--- src/rtl/wb_ps2_rx.sv ---
// PS/2 keyboard receiver on a Wishbone slave port: filters the pins, deframes scan codes, buffers them in a FIFO.
// Latency: bus ack one cycle after stb&cyc; a byte is visible in STATUS/DATA one cycle after its stop-bit tick.
// Backpressure: none toward the keyboard; a frame arriving with the FIFO full is dropped and flagged as overrun.
module wb_ps2_rx #(
  parameter int clk_freq       = 100000000,
  parameter int FIFO_DEPTH     = 8,
  parameter int FILTER_LEN     = 8,
  parameter int TIMEOUT_CYCLES = 200000
) (
  input  logic        clk,
  input  logic        rst,
  input  logic [31:0] wb_adr_i,
  input  logic [31:0] wb_dat_i,
  output logic [31:0] wb_dat_o,
  input  logic        wb_stb_i,
  input  logic        wb_cyc_i,
  input  logic        wb_we_i,
  input  logic [3:0]  wb_sel_i,
  output logic        wb_ack_o,
  output logic        intr,
  input  logic        ps2_clk,
  input  logic        ps2_data
);

  localparam int PTR_W = $clog2(FIFO_DEPTH);
  localparam int CNT_W = PTR_W + 1;
  localparam int FLT_W = $clog2(FILTER_LEN + 1);

  typedef enum logic [1:0] {S_IDLE, S_DATA, S_PARITY, S_STOP} state_t;

  // Pin conditioning
  logic             clk_s1_q, clk_s1_d, clk_s2_q, clk_s2_d;
  logic             dat_s1_q, dat_s1_d, dat_s2_q, dat_s2_d;
  logic             clk_filt_q, clk_filt_d, dat_filt_q, dat_filt_d;
  logic [FLT_W-1:0] clk_cnt_q, clk_cnt_d, dat_cnt_q, dat_cnt_d;
  logic             tick;

  // Receive FSM
  state_t           state_q, state_d;
  logic [2:0]       bit_cnt_q, bit_cnt_d;
  logic [7:0]       shift_q, shift_d;
  logic             pbit_q, pbit_d;
  logic [31:0]      to_cnt_q, to_cnt_d;
  logic             push_req, set_frm, set_par;

  // FIFO
  logic [7:0]       mem_q [FIFO_DEPTH];
  logic [7:0]       mem_d [FIFO_DEPTH];
  logic [PTR_W-1:0] wr_ptr_q, wr_ptr_d, rd_ptr_q, rd_ptr_d;
  logic [CNT_W-1:0] count_q, count_d;
  logic             not_empty, full, push, pop, set_ovr;
  logic [7:0]       head;

  // Registers and bus
  logic             rx_en_q, rx_en_d, irq_en_q, irq_en_d;
  logic             ovr_err_q, ovr_err_d, par_err_q, par_err_d, frm_err_q, frm_err_d;
  logic             ack_q, ack_d, intr_q, intr_d;
  logic [31:0]      dat_o_q, dat_o_d, rd_val;
  logic             acc, clr_w;

  // Bits of the bus that carry no meaning for this block
  logic unused_bits;
  assign unused_bits = ^{wb_sel_i, wb_adr_i[31:4], wb_adr_i[1:0], wb_dat_i[31:5], 32'(clk_freq)};

  assign wb_ack_o  = ack_q;
  assign wb_dat_o  = dat_o_q;
  assign intr      = intr_q;
  assign not_empty = (count_q != '0);
  assign full      = (count_q == CNT_W'(FIFO_DEPTH));
  assign head      = mem_q[rd_ptr_q];

  // Two-flop synchronisers, then a glitch filter that only follows a run of FILTER_LEN differing samples
  always_comb begin
    clk_s1_d   = ps2_clk;
    clk_s2_d   = clk_s1_q;
    dat_s1_d   = ps2_data;
    dat_s2_d   = dat_s1_q;
    clk_filt_d = clk_filt_q;
    clk_cnt_d  = '0;
    dat_filt_d = dat_filt_q;
    dat_cnt_d  = '0;
    if (clk_s2_q != clk_filt_q) begin
      if (clk_cnt_q == FLT_W'(FILTER_LEN - 1)) clk_filt_d = clk_s2_q;
      else                                     clk_cnt_d  = clk_cnt_q + 1'b1;
    end
    if (dat_s2_q != dat_filt_q) begin
      if (dat_cnt_q == FLT_W'(FILTER_LEN - 1)) dat_filt_d = dat_s2_q;
      else                                     dat_cnt_d  = dat_cnt_q + 1'b1;
    end
    tick = clk_filt_q & ~clk_filt_d;
  end

  // Frame deserialiser with inactivity timeout; resolves each frame on the stop-bit tick
  always_comb begin
    state_d   = state_q;
    bit_cnt_d = bit_cnt_q;
    shift_d   = shift_q;
    pbit_d    = pbit_q;
    to_cnt_d  = '0;
    push_req  = 1'b0;
    set_frm   = 1'b0;
    set_par   = 1'b0;
    case (state_q)
      S_IDLE: begin
        if (tick && !dat_filt_q && rx_en_q) begin
          state_d   = S_DATA;
          bit_cnt_d = 3'd0;
        end
      end
      S_DATA: begin
        if (tick) begin
          shift_d   = {dat_filt_q, shift_q[7:1]};
          bit_cnt_d = bit_cnt_q + 3'd1;
          if (bit_cnt_q == 3'd7) state_d = S_PARITY;
        end
      end
      S_PARITY: begin
        if (tick) begin
          pbit_d  = dat_filt_q;
          state_d = S_STOP;
        end
      end
      default: begin
        if (tick) begin
          state_d = S_IDLE;
          if (!dat_filt_q)               set_frm  = 1'b1;
          else if (!(^{shift_q, pbit_q})) set_par  = 1'b1;
          else                           push_req = 1'b1;
        end
      end
    endcase
    // A stalled keyboard must not wedge the receiver mid-frame
    if (state_q != S_IDLE && !tick) begin
      if (to_cnt_q == 32'(TIMEOUT_CYCLES)) begin
        state_d = S_IDLE;
        set_frm = 1'b1;
      end else begin
        to_cnt_d = to_cnt_q + 32'd1;
      end
    end
  end

  // Bus decode, register file, FIFO bookkeeping and interrupt
  always_comb begin
    acc   = wb_stb_i & wb_cyc_i & ~ack_q;
    ack_d = acc;
    clr_w = acc & wb_we_i & (wb_adr_i[3:2] == 2'd1);
    pop   = acc & ~wb_we_i & (wb_adr_i[3:2] == 2'd0) & not_empty;

    case (wb_adr_i[3:2])
      2'd0:    rd_val = not_empty ? {23'b0, 1'b1, head} : 32'b0;
      2'd1:    rd_val = {16'b0, 8'(count_q), 3'b0, frm_err_q, par_err_q, ovr_err_q, full, not_empty};
      2'd2:    rd_val = {30'b0, irq_en_q, rx_en_q};
      default: rd_val = 32'b0;
    endcase
    dat_o_d = (acc && !wb_we_i) ? rd_val : 32'b0;

    rx_en_d  = rx_en_q;
    irq_en_d = irq_en_q;
    if (acc && wb_we_i && wb_adr_i[3:2] == 2'd2) begin
      rx_en_d  = wb_dat_i[0];
      irq_en_d = wb_dat_i[1];
    end

    // A simultaneous pop frees the slot, so a full FIFO still accepts the byte
    push    = push_req & (~full | pop);
    set_ovr = push_req & full & ~pop;

    mem_d    = mem_q;
    wr_ptr_d = wr_ptr_q;
    rd_ptr_d = rd_ptr_q;
    if (push) begin
      mem_d[wr_ptr_q] = shift_q;
      wr_ptr_d        = wr_ptr_q + 1'b1;
    end
    if (pop) rd_ptr_d = rd_ptr_q + 1'b1;
    case ({push, pop})
      2'b10:   count_d = count_q + 1'b1;
      2'b01:   count_d = count_q - 1'b1;
      default: count_d = count_q;
    endcase

    // Setting wins over a same-cycle W1C clear
    ovr_err_d = (ovr_err_q & ~(clr_w & wb_dat_i[2])) | set_ovr;
    par_err_d = (par_err_q & ~(clr_w & wb_dat_i[3])) | set_par;
    frm_err_d = (frm_err_q & ~(clr_w & wb_dat_i[4])) | set_frm;

    intr_d = irq_en_q & (not_empty | ovr_err_q | par_err_q | frm_err_q);
  end

  // State registers
  always_ff @(posedge clk or negedge rst) begin
    if (!rst) begin
      clk_s1_q   <= 1'b0;
      clk_s2_q   <= 1'b0;
      dat_s1_q   <= 1'b0;
      dat_s2_q   <= 1'b0;
      clk_filt_q <= 1'b1;
      dat_filt_q <= 1'b1;
      clk_cnt_q  <= '0;
      dat_cnt_q  <= '0;
      state_q    <= S_IDLE;
      bit_cnt_q  <= '0;
      shift_q    <= '0;
      pbit_q     <= 1'b0;
      to_cnt_q   <= '0;
      mem_q      <= '{default: 8'h00};
      wr_ptr_q   <= '0;
      rd_ptr_q   <= '0;
      count_q    <= '0;
      rx_en_q    <= 1'b1;
      irq_en_q   <= 1'b0;
      ovr_err_q  <= 1'b0;
      par_err_q  <= 1'b0;
      frm_err_q  <= 1'b0;
      ack_q      <= 1'b0;
      dat_o_q    <= '0;
      intr_q     <= 1'b0;
    end else begin
      clk_s1_q   <= clk_s1_d;
      clk_s2_q   <= clk_s2_d;
      dat_s1_q   <= dat_s1_d;
      dat_s2_q   <= dat_s2_d;
      clk_filt_q <= clk_filt_d;
      dat_filt_q <= dat_filt_d;
      clk_cnt_q  <= clk_cnt_d;
      dat_cnt_q  <= dat_cnt_d;
      state_q    <= state_d;
      bit_cnt_q  <= bit_cnt_d;
      shift_q    <= shift_d;
      pbit_q     <= pbit_d;
      to_cnt_q   <= to_cnt_d;
      mem_q      <= mem_d;
      wr_ptr_q   <= wr_ptr_d;
      rd_ptr_q   <= rd_ptr_d;
      count_q    <= count_d;
      rx_en_q    <= rx_en_d;
      irq_en_q   <= irq_en_d;
      ovr_err_q  <= ovr_err_d;
      par_err_q  <= par_err_d;
      frm_err_q  <= frm_err_d;
      ack_q      <= ack_d;
      dat_o_q    <= dat_o_d;
      intr_q     <= intr_d;
    end
  end

endmodule

--- config.mk ---
export PLATFORM = sky130hd
export DESIGN_NAME = wb_ps2_rx
export DESIGN_NICKNAME = d
export VERILOG_FILES = /design/src/rtl/wb_ps2_rx.sv
export SDC_FILE = /design/constraint.sdc
export NUM_CORES = 1
export LEC_CHECK = 0
export CORE_MARGIN = 5
export CORE_UTILIZATION = 55
export DETAILED_ROUTE_END_ITERATION = 6
export GPL_ROUTABILITY_DRIVEN = 0
export PLACE_DENSITY_LB_ADDON = 0.05
export SLEW_MARGIN = 20
export SYNTH_ARGS = -nofsm -noshare
export SYNTH_HDL_FRONTEND = slang
export SYNTH_SLANG_ARGS = --single-unit
--- constraint.sdc ---
create_clock -name clk -period 3.76 [get_ports clk]
set_input_delay 0.564 -clock clk [delete_from_list [all_inputs] [get_ports clk]]
set_output_delay 0.564 -clock clk [all_outputs]
set_load 0.05 [all_outputs]
==> metrics.txt, run 1 <==
status=complete, no violations; CTS tree=yes; CP Launch Type=flop; Yosys warnings=0; Final nets=700; initial antenna violation count=0; most common cell after layout, fill and taps aside=dfrtp_1; largest net degree at the start of global routing=115; post-layout minimum cycle time=3.33 ns; CTS Hold Bufs=0; clock share of power=43.0%; most common flop cell mapped by yosys=dfrtp_1; Critical Path RT=4.07 ns; Worst VDD drop=367 uV; setup TNS=0 ns; Setup crit end kind=flop; drt total wl=13.8 mm; Final Max Tran Viols=0; Hold Path Class=in2async; Row Count=42; grt ovf=0; fraction of layout cells with a size suffix above 1=25.7%; Post-Layout Cell Count=803; post-DR wirelength/cell=17.2 um; Clock Tree Buf Depth=2; Setup CP Type=reg2reg; clk sinks=153; period utilization=88.6%; Yosys top cell area share=51.2%; Core ar.=13,100 um2; Ports=109; R2R cell count=12; PostCTS Resize Cnt=0; H-Tree Depth=4; Worst R2R Start=clk_cnt_q[0]$_DFF_PN0_; switching share of power=25.7%; CP arrival=3.64 ns; syn_area_per_cell=12.5 um2; clock skew=0.00816 ns; final setup fails=0; vias in the first global route=4,479; Synth area leader=dfrtp_1; CTS Root Cell=clkbuf_16; area added between synthesis and finish=13.5%; Max Cap Viol=0; Worst setup startpoint=clk_cnt_q[0]$_DFF_PN0_; Global Route Usage Sum=18.7%; worst slew pin tran=0.914 ns; Fmax=300 MHz; Die Y=125 um; Via Count=4,395; Psw=1.04 mW; DRT Pass-1 Iters=4; 1st-iter DRT viols=229; post-synthesis sequential area ratio=52.3%; R2R Setup Slk=0.43 ns; Ant. Diodes=0; Flop pwr share=47.0%; Post-Synthesis Cell Area=7330 um2; RSZ-0062 raised after global routing=false; worst reg2reg endpoint=count_q[2]$_DFFE_PN0P_; Rel. slew slack=39.1%; postcts setup bufs=0; synthesized flop and latch total=153; clk_lat worst skew=0.42 ns; cell count after synthesis=586; dpl hpwl=9.04 mm; full die area=15,700 um2; Synth area leaders=dfrtp_1 51%, mux2_2 13%, mux4_2 4.9%; Fin. Hold Viols=0; logic gate share of total power=10.1%; Buffers on Ports=27; clock-pin transition on the worst setup and hold timing paths=0.06 ns; post-placement cell count=771; initial core utilization=55.8%; internal power=3.00 mW; synth unique cells=53; TritonCTS buffer count=17; Pleak=3.75 nW; Async S/R FF share, synth=100%; pwr/cell area=486 nW/um2; largest fanout on the critical path=6; antenna viol nets, final=0; number of flops mapped to enable cells by yosys=0; die width=125 um; Avg Vias per Cell=5.47; DRC viols=0; global-route wire length before repair=23.3 mm; commonest non-fill, non-tap cells in the layout=150 x dfrtp_1, 84 x mux2_2, 56 x nor2_1
-- state kept, by name, summed over array words and instances, names as in the netlist, 4 cells and up --
name	count
dat_cnt_q	4
wb_dat_o	12
shift_q	8
to_cnt_q	32
clk_cnt_q	4
mem_q	64
count_q	4
-- Yosys cell counts, types with 2 or more instances --
cell type	n
o21ai_0	7
xor2_1	16
and3_1	8
mux2i_1	6
buf_4	20
mux2_2	84
nor4_4	4
dfrtp_1	150
nand4_1	7
nand2_1	22
and2_1	4
a22oi_1	4
buf_1	3
inv_1	10
nand3b_1	5
mux4_2	16
a21oi_1	4
nor2_1	56
nand4_2	4
buf_2	4
nor4_1	10
nor4bb_1	3
a22o_1	3
clkbuf_2	2
xnor2_2	2
nor3_1	18
xnor2_1	32
nor2b_1	6
nor3b_1	5
nand3_1	12
clkbuf_1	19
ha_1	11
and4_1	5
nand2b_1	3
dfstp_2	3
-- power groups by stage --
stage,Sequential [mW],Clock [mW],Combinational [mW]
after detailed placement,1.93,0,0.405
final,1.90,1.74,0.407
after CTS,1.90,1.77,0.412
after global placement,1.93,0,0.395
after floorplan,1.84,0,0.362
after global routing,1.92,1.86,0.451
-- worst max path at each step --
stage / cells after the start / endpoint / slack [ns]
after global placement: 13 / count_q[2]$_DFFE_PN0P_ / 0.31
after floorplan: 14 / count_q[2]$_DFFE_PN0P_ / 0.65
final: 12 / count_q[2]$_DFFE_PN0P_ / 0.43
after detailed placement: 13 / count_q[2]$_DFFE_PN0P_ / 0.22
after global routing: 12 / count_q[2]$_DFFE_PN0P_ / 0.21
after CTS: 12 / count_q[2]$_DFFE_PN0P_ / 0.41
-- area by class of cell --
cell class | instances | area (um2)
sequential | 153 | 3830
tap | 176 | 220
clock inverter | 12 | 148
timing repair buffer | 38 | 357
clock buffer | 20 | 457
inverter | 10 | 37.5
fill | 1043 | 4810
multi-input combinational | 394 | 3270
-- critical path: stages, from the launching register on --
cell and delay (ns):
dfrtp_1 0.37, ha_1 0.22, nand3b_1 0.20, or3_1 0.62, nor3_1 0.45, inv_1 0.13
ha_1 0.32, xor2_1 0.18, ha_1 0.19, a21oi_1 0.15, xor2_1 0.18, nor2_1 0.07
xor2_1 0.14
-- routing by layer --
metal	GRT usage [%]	up-vias	wire (um)
li1	-	2095	-
met1	26.6	2212	6770
met2	27.6	69	6310
met3	5.33	19	537
met4	6.95	0	214
met5	0	-	0
-- through the flow --
step / setup WS (ns) / total power [mW] / hold slack, ns / util [%] / cell area, um2
floorplan: 0.653 / 2.20 / 0.268 / - / 7400
global placement: 0.307 / 2.32 / 0.335 / 58.8 / 7720
detailed placement: 0.216 / 2.33 / 0.345 / 58.8 / 7720
CTS: 0.413 / 4.09 / 0.343 / 63.4 / 8320
global route: 0.215 / 4.23 / 0.340 / 63.4 / 8330
finish: 0.427 / 4.04 / 0.260 / 63.4 / 8330
-- logic make-up (layout without fill, tap and decap cells) --
kind of cell	after synthesis	in the layout	share of synthesized area (%)
simple gates	177	177	13.7
flops	153	153	52.3
mux	107	107	18.8
buf+inv	58	80	4.10
xor+xnor	52	52	6.72
compound gates	27	27	2.54
fa+ha+maj	11	11	1.88
other cells	1	20	0.0511
Power figures use the tool's default switching activity.
==> run 2: changes to the inputs <==
--- a/config.mk
+++ b/config.mk
@@ -9,7 +9,9 @@
 export CORE_UTILIZATION = 55
 export DETAILED_ROUTE_END_ITERATION = 6
 export GPL_ROUTABILITY_DRIVEN = 0
+export MAX_ROUTING_LAYER = met4
 export PLACE_DENSITY_LB_ADDON = 0.05
+export SETUP_SLACK_MARGIN = 0.1
 export SLEW_MARGIN = 20
 export SYNTH_ARGS = -nofsm -noshare
 export SYNTH_HDL_FRONTEND = slang
==> metrics.txt, run 2 (synthesis gave the netlist of run 1 again) <==
initial antenna violation count=0; post-layout minimum cycle time=3.34 ns; R2R cell count=12; fraction of layout cells with a size suffix above 1=25.7%; R2R Setup Slk=0.42 ns; register area=3830 um2; worst slew pin tran=0.922 ns; CP delay by family, top=simple AND/OR/NAND/NOR gates; vias in the first global route=4,477; Final Max Tran Viols=0; fin area=8330 um2; postcts setup bufs=0; Global Route Usage Sum=19.3%; DRT Pass-1 Iters=5; status=complete, no violations; logic gate share of total power=10.1%; clock-pin transition on the worst setup and hold timing paths=0.06 ns; post-DR wirelength/cell=17.2 um; Worst path slowest cell=or3_1; worst path bufs/invs=1; Critical Path RT=4.06 ns; Worst VDD drop=368 uV; placed cell areas=7720 um2; Row Count=42; final setup fails=0; Max Cap Viol=0; Setup crit end kind=flop; switching share of power=25.7%; Flop pwr share=47.0%; largest net degree at the start of global routing=115; post-layout util=63.4%; Die Y=125 um; 1st-iter DRT viols=247; CP Depth=12; Rel. slew slack=38.6%; grt ovf=0; Worst setup startpoint=clk_cnt_q[0]$_DFF_PN0_; Worst R2R Start=clk_cnt_q[0]$_DFF_PN0_; Buffers on Ports=27; Top reg by flops=mem_q; Filler Cells Inserted=1,043; global-route wire length before repair=23.3 mm; cell-by-cell listing of the critical path=ha_1 -> nand3b_1 -> or3_1 -> nor3_1 -> inv_1 -> ha_1 -> xor2_1 -> ha_1 -> a21oi_1 -> xor2_1 -> nor2_1 -> xor2_1; Pleak=3.75 nW; max FFs per register=64; Fin. Hold Viols=0; CTS Hold Bufs=0; clock share of power=43.0%; TritonCTS buffer count=17; Core ar.=13,100 um2; CP Launch Type=flop; initial core utilization=55.8%; period utilization=88.8%; clk_lat worst skew=0.42 ns; antenna viol nets, final=0; Clock Tree Buf Depth=2; area added between synthesis and finish=13.5%; Avg Vias per Cell=5.48; die width=125 um; Hold Path Class=in2async; Final nets=700; DRC viols=0; setup TNS=0 ns; CP arrival=3.64 ns; Via Count=4,403; multi-input logic area=3270 um2; most common cell after layout, fill and taps aside=dfrtp_1; clk sinks=153; internal power=3.00 mW; pwr/cell area=486 nW/um2; Ant. Diodes=0; largest fanout on the critical path=6; worst reg2reg endpoint=count_q[2]$_DFFE_PN0P_; Psw=1.04 mW; CP peak stage delay=0.62 ns; Worst Setup EP=count_q[2]$_DFFE_PN0P_; CTS tree=yes; drt total wl=13.8 mm; Fmax=300 MHz; CTS Root Cell=clkbuf_16; PostCTS Resize Cnt=0; H-Tree Depth=4; full die area=15,700 um2; Setup CP Type=reg2reg; Ports=109; commonest non-fill, non-tap cells in the layout=150 x dfrtp_1, 84 x mux2_2, 56 x nor2_1; clock skew=0.00866 ns; RSZ-0062 raised after global routing=false; dpl hpwl=9.04 mm
==> run 2: cell counts in the layout (fill, tap and decap cells not counted) <==
No cell type changed its count.
==> run 2: worst min path at each step <==
stage	startpoint	end	slack, ns	cells after the start
floorplan	rst	bit_cnt_q[0]$_DFFE_PN0P_	0.27	0
global placement	clk_s1_q$_DFF_PN0_	clk_s2_q$_DFF_PN0_	0.34	0
detailed placement	dat_s1_q$_DFF_PN0_	dat_s2_q$_DFF_PN0_	0.34	0
CTS	rst	clk_cnt_q[2]$_DFF_PN0_	0.34	1
global route	rst	clk_cnt_q[2]$_DFF_PN0_	0.34	1
finish	rst	clk_cnt_q[2]$_DFF_PN0_	0.26	1
==> run 2: through the flow <==
| step | hold WS, ns | worst slack, ns | total power [mW] | std cells |
|---|---|---|---|---|
| final | 0.257 | 0.423 | 4.04 | 803 |
| after global routing | 0.338 | 0.213 | 4.23 | 803 |
| after floorplan | 0.268 | 0.653 | 2.20 | 605 |
| after CTS | 0.343 | 0.413 | 4.09 | 803 |
| after detailed placement | 0.345 | 0.216 | 2.33 | 771 |
| after global placement | 0.335 | 0.307 | 2.32 | 771 |
==> run 2: cell type report <==
cell class / count / area share (%)
clock buffer: 20 / 5.49
clock inverter: 12 / 1.77
inverter: 10 / 0.451
multi-input combinational: 394 / 39.3
sequential: 153 / 46.0
tap: 176 / 2.65
timing repair buffer: 38 / 4.28
==> run 2: routing by layer <==
| layer | global-route usage [%] | part of all wire [%] | vias to the layer above |
|---|---|---|---|
| met5 | - | 0 | - |
| met4 | 6.95 | 1.6 | 0 |
| li1 | - | - | 2093 |
| met1 | 26.5 | 49 | 2216 |
| met2 | 27.7 | 46 | 75 |
| met3 | 5.46 | 3.6 | 19 |
==> run 2: power groups by stage <==
stage / registers [mW] / clock network [mW] / logic (mW)
floorplan: 1.84 / 0 / 0.362
global placement: 1.93 / 0 / 0.395
detailed placement: 1.93 / 0 / 0.405
CTS: 1.90 / 1.77 / 0.412
global route: 1.92 / 1.86 / 0.451
finish: 1.90 / 1.74 / 0.407
==> run 3: changes to the inputs <==
--- a/config.mk
+++ b/config.mk
@@ -6,8 +6,9 @@
 export NUM_CORES = 1
 export LEC_CHECK = 0
 export CORE_MARGIN = 5
-export CORE_UTILIZATION = 55
+export CORE_UTILIZATION = 60
 export DETAILED_ROUTE_END_ITERATION = 6
+export DONT_BUFFER_PORTS = 1
 export GPL_ROUTABILITY_DRIVEN = 0
 export MAX_ROUTING_LAYER = met4
 export PLACE_DENSITY_LB_ADDON = 0.05
==> metrics.txt, run 3 (synthesis gave the netlist of run 1 again) <==
status=finished, violations left; failing checks=negative hold slack; clock share of power=42.6%; switching share of power=25.3%; Flop pwr share=49.0%; fraction of layout cells with a size suffix above 1=25.8%; worst path bufs/invs=1; H-Tree Depth=4; internal power=2.91 mW; Global Route Usage Sum=20.6%; setup TNS=0 ns; area added between synthesis and finish=8.38%; Pleak=3.60 nW; Rel. slew slack=42.6%; post-DR wirelength/cell=18.0 um; postcts setup bufs=0; register area=3830 um2; Hold Path Class=in2async; clk sinks=153; Critical Path RT=4.06 ns; largest net degree at the start of global routing=154; CP Launch Type=flop; logic gate share of total power=8.4%; final hold slack=-0.163 ns; cell-by-cell listing of the critical path=xnor2_1 -> xnor3_2 -> xor2_2 -> nor3_1 -> inv_1 -> ha_1 -> xor2_1 -> ha_1 -> a21oi_1 -> xor2_1 -> nor2_1 -> xor2_1; Top reg by flops=mem_q; Via Count=4,292; vias in the first global route=4,434; Worst VDD drop=412 uV; period utilization=87.4%; CTS Root Cell=clkbuf_16; worst slew pin tran=0.854 ns; Clock Tree Buf Depth=2; clock-pin transition on the worst setup and hold timing paths=0.06 ns; CP peak stage delay=0.55 ns; Ant. Diodes=0; Worst path slowest cell=dfrtp_1; 1st-iter DRT viols=301; Final Max Tran Viols=0; Psw=985 uW; CTS tree=yes; Filler Cells Inserted=902; most common cell after layout, fill and taps aside=dfrtp_1; Fin. Hold Viols=150; Max Cap Viol=0; CP delay by family, top=XOR/XNOR gates; full die area=14,500 um2; Ports=109; DRT Pass-1 Iters=4; initial antenna violation count=0; antenna viol nets, final=0; commonest non-fill, non-tap cells in the layout=150 x dfrtp_1, 84 x mux2_2, 56 x nor2_1; pwr/cell area=490 nW/um2; TritonCTS buffer count=17; max FFs per register=64; Worst R2R Start=shift_q[4]$_DFFE_PN0P_; Core ar.=12,000 um2; final setup fails=0; Row Count=40; clock skew=0.00766 ns; multi-input logic area=3270 um2; Fmax=304 MHz; Die Y=121 um; Avg Vias per Cell=5.80; Buffers on Ports=0; RSZ-0062 raised after global routing=false; largest fanout on the critical path=11; global-route wire length before repair=22.4 mm; PostCTS Resize Cnt=0; Worst setup startpoint=shift_q[4]$_DFFE_PN0P_; Final nets=667; Setup crit end kind=flop; CP arrival=3.59 ns; dpl hpwl=8.56 mm; clk_lat worst skew=0.42 ns; drt total wl=13.3 mm; initial core utilization=61.0%; die width=121 um; DRC viols=0; most frequent CP cell=xor2_1; Setup CP Type=reg2reg; grt ovf=0; post-layout minimum cycle time=3.29 ns
[run 3: cell types whose count changed in the layout (fill, tap and decap cells not counted), moves of 2 or more]
cell	change
clkdlybuf4s50_1	-26
clkinv_2	-2
clkinv_4	+2
buf_4	-6
[run 3: power by group through the flow]
stage	clock, mW	combinational [mW]	sequential, mW
floorplan	0	0.362	1.84
global placement	0	0.319	1.94
global route	1.76	0.366	1.93
finish	1.66	0.328	1.91
detailed placement	0	0.331	1.94
CTS	1.70	0.334	1.91
[run 3: worst paths after layout]
check | cells past startpoint | slack [ns] | end
worst max-delay path | 12 | 0.47 | count_q[2]$_DFFE_PN0P_
worst max register to register | 12 | 0.47 | count_q[2]$_DFFE_PN0P_
worst min-delay path | 0 | -0.16 | clk_cnt_q[3]$_DFF_PN0_
max in group asynchronous | 0 | 3.72 | to_cnt_q[9]$_DFF_PN0_
worst min register to register | 0 | 0.35 | clk_s2_q$_DFF_PN0_
min in group clk | 0 | 0.17 | clk_s1_q$_DFF_PN0_
[run 3: layer usage]
metal,part of all wire [%],GRT usage (%),routed length [um],vias up
li1,-,-,-,2019
met1,46,26.4,6170,2176
met2,48,32.1,6370,75
met3,3.8,4.82,512,22
met4,1.9,7.86,250,0
met5,0,-,0,-
[run 3: layout make-up]
class	count	area share [%]
sequential	153	48.2
multi-input combinational	394	41.2
clock buffer	20	5.75
tap	147	2.31
clock inverter	11	1.56
timing repair buffer	5	0.472
inverter	10	0.472
[run 3: through the flow]
stage / area, um2 / total power [mW] / setup WS (ns) / utilization, % / cells
5_1_grt: 7950 / 4.06 / 0.324 / 66.2 / 740
6_report: 7950 / 3.90 / 0.474 / 66.2 / 740
3_3_place_gp: 7370 / 2.26 / 0.553 / 61.3 / 709
3_5_place_dp: 7370 / 2.27 / 0.440 / 61.3 / 709
4_1_cts: 7950 / 3.94 / 0.427 / 66.2 / 740
2_1_floorplan: 7400 / 2.20 / 0.653 / - / 605
